$ cat config.mk
export PLATFORM = sky130hd
export DESIGN_NAME = pool_window_gen
export DESIGN_NICKNAME = d
export VERILOG_FILES = /design/src/rtl/pool_window_gen.sv
export SDC_FILE = /design/constraint.sdc
export NUM_CORES = 1
export LEC_CHECK = 0
export CAP_MARGIN = 20
export CORE_MARGIN = 3
export CORE_UTILIZATION = 32
export CTS_CLUSTER_SIZE = 30
export DETAILED_ROUTE_END_ITERATION = 6
export MAX_ROUTING_LAYER = met4
export PLACE_DENSITY = 0.56
export SLEW_MARGIN = 20
export SYNTH_ARGS = -nofsm -noshare
export SYNTH_HDL_FRONTEND = slang
export SYNTH_SLANG_ARGS = --single-unit
$ cat constraint.sdc
create_clock -name clk -period 7.3 [get_ports clk]
set_clock_uncertainty 0.2 [all_clocks]
set_input_delay 0.73 -clock clk [delete_from_list [all_inputs] [get_ports clk]]
set_output_delay 0.73 -clock clk [all_outputs]
set_load 0.01 [all_outputs]
$ cat src/rtl/pool_window_gen.sv
// Builds 3x3 windows from a raster-order pixel stream using two line buffers and a
// sliding register window; emits windows aligned to STRIDE for the pooling stage.
module pool_window_gen #(
    parameter int unsigned IMG_W  = 28,
    parameter int unsigned IMG_H  = 28,
    parameter int unsigned STRIDE = 1
) (
    input  logic              clk,
    input  logic              rst_n,
    input  logic              valid_in,
    input  logic signed [7:0] data_in,
    output logic signed [7:0] win0,
    output logic signed [7:0] win1,
    output logic signed [7:0] win2,
    output logic signed [7:0] win3,
    output logic signed [7:0] win4,
    output logic signed [7:0] win5,
    output logic signed [7:0] win6,
    output logic signed [7:0] win7,
    output logic signed [7:0] win8,
    output logic              valid_out,
    output logic              frame_done
);

    localparam int unsigned CW = $clog2(IMG_W);
    localparam int unsigned RW = $clog2(IMG_H);
    localparam int unsigned PW = (STRIDE > 1) ? $clog2(STRIDE) : 1;

    logic [CW-1:0]     col_q;
    logic [RW-1:0]     row_q;
    logic [PW-1:0]     xph_q, yph_q;
    logic signed [7:0] lb0 [IMG_W];
    logic signed [7:0] lb1 [IMG_W];
    logic signed [7:0] win_q [9];
    logic signed [7:0] win_d [9];
    logic signed [7:0] out_q [9];
    logic              valid_q, done_q;
    logic              last_col, last_row, win_ok;
    logic signed [7:0] lb0_rd, lb1_rd;
    logic [PW-1:0]     xph_step, yph_step;

    assign last_col = (col_q == CW'(IMG_W - 1));
    assign last_row = (row_q == RW'(IMG_H - 1));
    // Phases are only meaningful from col/row 2 onward, so they stay 0 before that.
    assign win_ok   = (row_q >= RW'(2)) && (col_q >= CW'(2)) && (xph_q == '0) && (yph_q == '0);
    assign xph_step = (xph_q == PW'(STRIDE - 1)) ? '0 : xph_q + 1'b1;
    assign yph_step = (yph_q == PW'(STRIDE - 1)) ? '0 : yph_q + 1'b1;

    // Combinational read ahead of the clocked write gives read-before-write.
    assign lb0_rd = lb0[col_q];
    assign lb1_rd = lb1[col_q];

    always_comb begin
        win_d[0] = win_q[1];
        win_d[1] = win_q[2];
        win_d[2] = lb1_rd;
        win_d[3] = win_q[4];
        win_d[4] = win_q[5];
        win_d[5] = lb0_rd;
        win_d[6] = win_q[7];
        win_d[7] = win_q[8];
        win_d[8] = data_in;
    end

    always_ff @(posedge clk) begin
        if (valid_in) begin
            lb1[col_q] <= lb0_rd;
            lb0[col_q] <= data_in;
        end
    end

    always_ff @(posedge clk or negedge rst_n) begin
        if (!rst_n) begin
            col_q   <= '0;
            row_q   <= '0;
            xph_q   <= '0;
            yph_q   <= '0;
            valid_q <= 1'b0;
            done_q  <= 1'b0;
            for (int i = 0; i < 9; i++) begin
                win_q[i] <= '0;
                out_q[i] <= '0;
            end
        end else begin
            valid_q <= valid_in && win_ok;
            done_q  <= valid_in && last_col && last_row;
            if (valid_in) begin
                for (int i = 0; i < 9; i++) begin
                    win_q[i] <= win_d[i];
                end
                if (win_ok) begin
                    for (int i = 0; i < 9; i++) begin
                        out_q[i] <= win_d[i];
                    end
                end
                if (last_col) begin
                    col_q <= '0;
                    xph_q <= '0;
                    if (last_row) begin
                        row_q <= '0;
                        yph_q <= '0;
                    end else begin
                        row_q <= row_q + 1'b1;
                        if (row_q >= RW'(2)) yph_q <= yph_step;
                    end
                end else begin
                    col_q <= col_q + 1'b1;
                    if (col_q >= CW'(2)) xph_q <= xph_step;
                end
            end
        end
    end

    assign win0       = out_q[0];
    assign win1       = out_q[1];
    assign win2       = out_q[2];
    assign win3       = out_q[3];
    assign win4       = out_q[4];
    assign win5       = out_q[5];
    assign win6       = out_q[6];
    assign win7       = out_q[7];
    assign win8       = out_q[8];
    assign valid_out  = valid_q;
    assign frame_done = done_q;

endmodule

==> flow_summary.json, run 1 <==
{
  "outcome": "completed",
  "final_cell_mix": "edfxtp_1, nand2_1, mux2i_1, dfrtp_1, o22ai_1",
  "finalHoldViolCount": 0,
  "finalWorstSetupSlack_ns": 2.85,
  "synthAdderAreaFrac_pct": 0.335,
  "nets": 1525,
  "reg2reg_slack_ns": 2.85,
  "area_growth_pct": 17.4,
  "dieHeight_um": 271,
  "synth-compound-area-share_pct": 4.29,
  "grt_use_total_pct": 15.7,
  "synth_mux_area_share_pct": 12.1,
  "drt_first_pass_iters": 5,
  "setup_viol": 0,
  "slew-limit-headroom_pct": 24.6,
  "ir_drop_mv": 0.198,
  "finalCriticalPeriod_ns": 4.45,
  "synth_area_sq_um": 22400,
  "synthSimpleGateAreaFrac_pct": 6.47,
  "cp-start-kind": "flip-flop",
  "clock.fmax_mhz": 225,
  "netlist_instances": 1387,
  "synth_fp_nets": 1404,
  "tritoncts": "yes",
  "start_util_pct": 32.5,
  "worstPathMaxFanout": 28,
  "top_layer": "met4",
  "wl_met1_um": 24700,
  "critical_path_required_ns": 7.21,
  "io_buffer_count": 84,
  "final.fill_count": 6453,
  "die_area_sq_um": 73200,
  "worstSetupPathType": "flip-flop to flip-flop",
  "min_path_type": "flip-flop to flip-flop",
  "drtIter0Drc": 1170,
  "drive_above_1_share_pct": 14.0,
  "synth_edf_count": 448,
  "antenna_found_initial": 1,
  "rows": 96,
  "ys_dominant_reg_cell": "edfxtp_1",
  "post_drt_wl_per_cell_um": 22.6,
  "power_density_nw_per_um2": 381,
  "arrival_ns": 4.36,
  "route.detailed.drc": 0,
  "chipWidth_um": 271,
  "grt_max_degree": 116,
  "ys_seq_area_share_pct": 74.8,
  "async_flop_share_pct": 22.8,
  "htreeDepth": 2,
  "tns_ns": 0,
  "hpwl_um": 35000,
  "clk_pin_slew_ns": 0.06,
  "finalCritPeriodShare_pct": 61.0,
  "clk_latency_ns": 0.62,
  "synth_cell_types": 50,
  "grt_pass1_vias": 12219,
  "vias": 12341,
  "critPathCaptureType": "flip-flop",
  "rsz0062_at_grt": "no",
  "post-place-ws_ns": 2.77,
  "tightestPinTransition_ns": 1.13,
  "wl_um": 56300,
  "viasPerCell": 4.95,
  "gp_congestion": 0.828,
  "ys_seq_elements": 580,
  "grt-ovfl-total": 0,
  "multi_input_area_sq_um": 5240,
  "regArea_sq_um": 16800,
  "core_sq_um": 68900,
  "cts.path.max_buffers": 3,
  "routed-wl-met3_um": 4030,
  "p_leak_uw": 0.00950,
  "ant_nets": 0,
  "maxSlewViolCount": 0,
  "io_pins": 85,
  "final_common_cell": "edfxtp_1",
  "cts_root_buf": "clkbuf_16",
  "syn_area_per_cell_sq_um": 16.1,
  "synth-xor-area-share_pct": 0.0391,
  "met2_length_um": 26400,
  "grt_first_pass_wirelength_um": 83300,
  "numCtsBuffers": 59,
  "cts_sinks": 580,
  "maxCapViolCount": 0,
  "synth_top_family_by_area": "multiplexers",
  "yosysWarnings": 0
}
final cells by class:
class	count	share of cell area [%]
Clock inverter	30	0.876
Inverter	6	0.0857
Tap cell	931	4.43
Clock buffer	82	6.02
Sequential cell	580	63.7
Multi-Input combinational cell	723	19.9
Antenna cell	1	0.00952
Timing Repair Buffer	138	4.89
worst max-delay path, cell delays in order, from the launching register on:
cell and delay, ns:
dfrtp_2 0.74, buf_4 0.42, or4b_1 0.74, o22ai_1 0.19
nor4_1 0.82, nand2_1 0.81
kinds of logic after synthesis:
group                    count (synthesis)
AO/OA/AOI/OAI                          147
adder cells (fa/ha/maj)                  6
buffers and inverters                   84
XOR/XNOR                                 1
multiplexers                           244
flip-flops                             580
AND/OR/NAND/NOR                        325
report_power, final:
group	internal, uW	switching [uW]
registers	4410	269
clock network	1620	1220
logic	913	1600
total	6940	3080
per-stage QoR:
stage	hold WS, ns	power [uW]	instance area (sq um)	std cells	utilization [%]
after global routing	0.295	10500	26300	2490	38.1
after CTS	0.257	10100	26300	2490	38.1
after global placement	0.249	7210	24400	2375	35.4
after detailed placement	0.252	7280	24500	2377	35.5
after floorplan	0.234	6110	22400	1387	-
final	0.261	10000	26300	2491	38.1
timing repair:
action	in CTS	in global routing
endpoints found under the setup margin	0	0
hold buffers	1	0
hold endpoints to repair	68	0
buffers inserted	0	0
gates resized for setup	0	0
path summary, 6_finish.rpt:
path,from,to,depth (start not counted)
setup / recovery,col_q[0],lb1[27][3],5
hold / removal,win_d[23],win6[7],2
setup reg to reg,col_q[0],lb1[27][3],5
hold reg to reg,win_d[23],win6[7],2
max in group asynchronous,rst_n,col_q[1],3
min in group asynchronous,rst_n,valid_out,2
synthesized netlist by cell type (2+ instances only):
cell | count | share of area [%]
edfxtp_1 | 448 | 60
nand2_1 | 193 | 3.2
mux2i_1 | 176 | 7.9
dfrtp_1 | 132 | 15
o22ai_1 | 83 | 2.3
nor2_1 | 57 | 0.96
mux2_2 | 51 | 2.6
buf_2 | 44 | 0.98
a31oi_1 | 29 | 0.81
mux4_2 | 17 | 1.7
clkbuf_1 | 16 | 0.27
nor4_1 | 16 | 0.45
a211oi_1 | 9 | 0.30
nand3_1 | 9 | 0.20
nand2b_1 | 8 | 0.22
buf_1 | 7 | 0.12
buf_4 | 7 | 0.23
and2_1 | 6 | 0.17
ha_1 | 6 | 0.34
nor2b_1 | 6 | 0.17
nor3_1 | 6 | 0.13
o211ai_1 | 6 | 0.20
a221oi_1 | 5 | 0.20
inv_1 | 5 | 0.084
o21ai_0 | 5 | 0.11
buf_6 | 4 | 0.20
nand4bb_1 | 4 | 0.20
or3_1 | 4 | 0.11
nand3b_1 | 3 | 0.10
a21o_1 | 2 | 0.067
a21oi_1 | 2 | 0.045
nand4_1 | 2 | 0.056
nand4b_1 | 2 | 0.078
routing by layer:
metal	up-vias	global-route usage, %
met2	464	24.5
li1	5540	-
met1	6259	21.2
met5	-	-
met3	78	2.96
met4	0	4.47
(Power assumes the default switching activity.)
==> inputs of run 2 (changes only) <==
- PLACE_DENSITY: 0.56 -> 0.58
- clock period: 7.3 -> 3.7 ns (I/O delays scaled with it)
==> flow_summary.json, run 2 (synthesis results as in run 1) <==
{
  "final_common_cell": "edfxtp_1",
  "tritoncts": "yes",
  "utilization_pct": 38.7,
  "grt_first_pass_wirelength_um": 83800,
  "clk_latency_ns": 0.61,
  "grt-ovfl-total": 0,
  "drtIter0Drc": 1253,
  "cp-start-kind": "flip-flop",
  "nets": 1568,
  "post_drt_wl_per_cell_um": 22.2,
  "die_area_sq_um": 73200,
  "viasPerCell": 4.98,
  "cts_sinks": 580,
  "maxSlewViolCount": 0,
  "worstPathMaxFanout": 28,
  "cp_slowest_stage_delay_ns": 0.75,
  "slew-limit-headroom_pct": 21.8,
  "rsz0062_at_grt": "no",
  "core_sq_um": 68900,
  "ant_nets": 0,
  "crit_family": "simple AND/OR/NAND/NOR gates",
  "worstSetupPathType": "flip-flop to flip-flop",
  "critical_path_required_ns": 3.83,
  "vias": 12606,
  "tns_ns": 0,
  "finalHoldViolCount": 0,
  "cpMostUsedCell": "buf_4",
  "hold_buffers": 2,
  "start_util_pct": 32.5,
  "crit_slowest_cell": "dfrtp_1",
  "chipWidth_um": 271,
  "tightestPinTransition_ns": 1.17,
  "drt_first_pass_iters": 6,
  "arrival_ns": 3.33,
  "min_path_type": "primary input to flip-flop",
  "setup_viol": 0,
  "p_leak_uw": 0.00973,
  "wl_um": 56300,
  "finalCritPeriodShare_pct": 86.5,
  "outcome": "completed",
  "gp_congestion": 0.843,
  "io_buffer_count": 84,
  "grt_use_total_pct": 15.8,
  "final_cell_mix": "edfxtp_1, nand2_1, mux2i_1, dfrtp_1, buf_4",
  "numCtsBuffers": 57,
  "cts_root_buf": "clkbuf_16",
  "drive_above_1_share_pct": 16.9,
  "finalCriticalPeriod_ns": 3.20,
  "route.detailed.drc": 0,
  "hold_slack_ns": 0.0389,
  "dieHeight_um": 271,
  "maxCapViolCount": 0,
  "ir_drop_mv": 0.399,
  "post_cts_buffers": 0,
  "clk_pin_slew_ns": 0.06,
  "clock.fmax_mhz": 313,
  "worst-path-buf-inv": 2,
  "cts.path.max_buffers": 3,
  "critPathCaptureType": "flip-flop",
  "htreeDepth": 2,
  "io_pins": 85,
  "path_cells": "buf_4 -> or3_1 -> o22ai_1 -> nor4_1 -> nand2_1 -> buf_4",
  "antenna_found_initial": 0,
  "hpwl_um": 36300,
  "grt_max_degree": 68,
  "rows": 96,
  "grt_pass1_vias": 12472,
  "area_growth_pct": 19.0,
  "post_cts_resized": 0,
  "power_density_nw_per_um2": 747
}
[run 2: routing by layer]
layer	track usage (%)	wire, um
met4	3.98	1190
met5	-	0
met3	3.03	3980
met1	21.2	24600
met2	24.7	26500
[run 2: final cells by class]
type	count	area, sq um
antenna	1	2.50
clock inverter	35	201
fill	6399	42300
sequential	580	16800
multi-input combinational	723	5240
tap	931	1160
timing repair buffer	183	1670
inverter	6	22.5
clock buffer	73	1600
[run 2: worst register-to-register path, stage by stage, from the launching register on]
cell and delay (ns):
dfrtp_1 0.75, buf_4 0.32, or3_1 0.52, o22ai_1 0.19
nor4_1 0.57, nand2_1 0.12, buf_4 0.25
[run 2: final timing paths]
kind                            start  cells past startpoint          to  slack [ns]
max                          col_q[4]                      6   lb1[9][2]        0.50
min                        data_in[2]                      3     win8[2]        0.04
max reg2reg                  col_q[4]                      6   lb1[9][2]        0.50
min reg2reg                 win_d[47]                      2     win3[7]        0.26
max in group asynchronous       rst_n                      3  frame_done        2.33
min in group asynchronous       rst_n                      2     win1[3]        0.15
[run 2: stage by stage]
stage | power (uW) | instances | instance area, sq um | setup slack, ns
floorplan | 12100 | 1387 | 22400 | 0.813
global placement | 14400 | 2421 | 24900 | 0.595
detailed placement | 14600 | 2421 | 24800 | 0.559
CTS | 20100 | 2531 | 26700 | 0.553
global route | 20800 | 2531 | 26700 | 0.398
finish | 19900 | 2532 | 26700 | 0.501
[run 2: power breakdown]
part | switching [uW] | total [uW] | internal, uW
logic | 3140 | 5210 | 2070
registers | 512 | 9180 | 8660
clock network | 2410 | 5530 | 3110
total | 6060 | 19900 | 13800
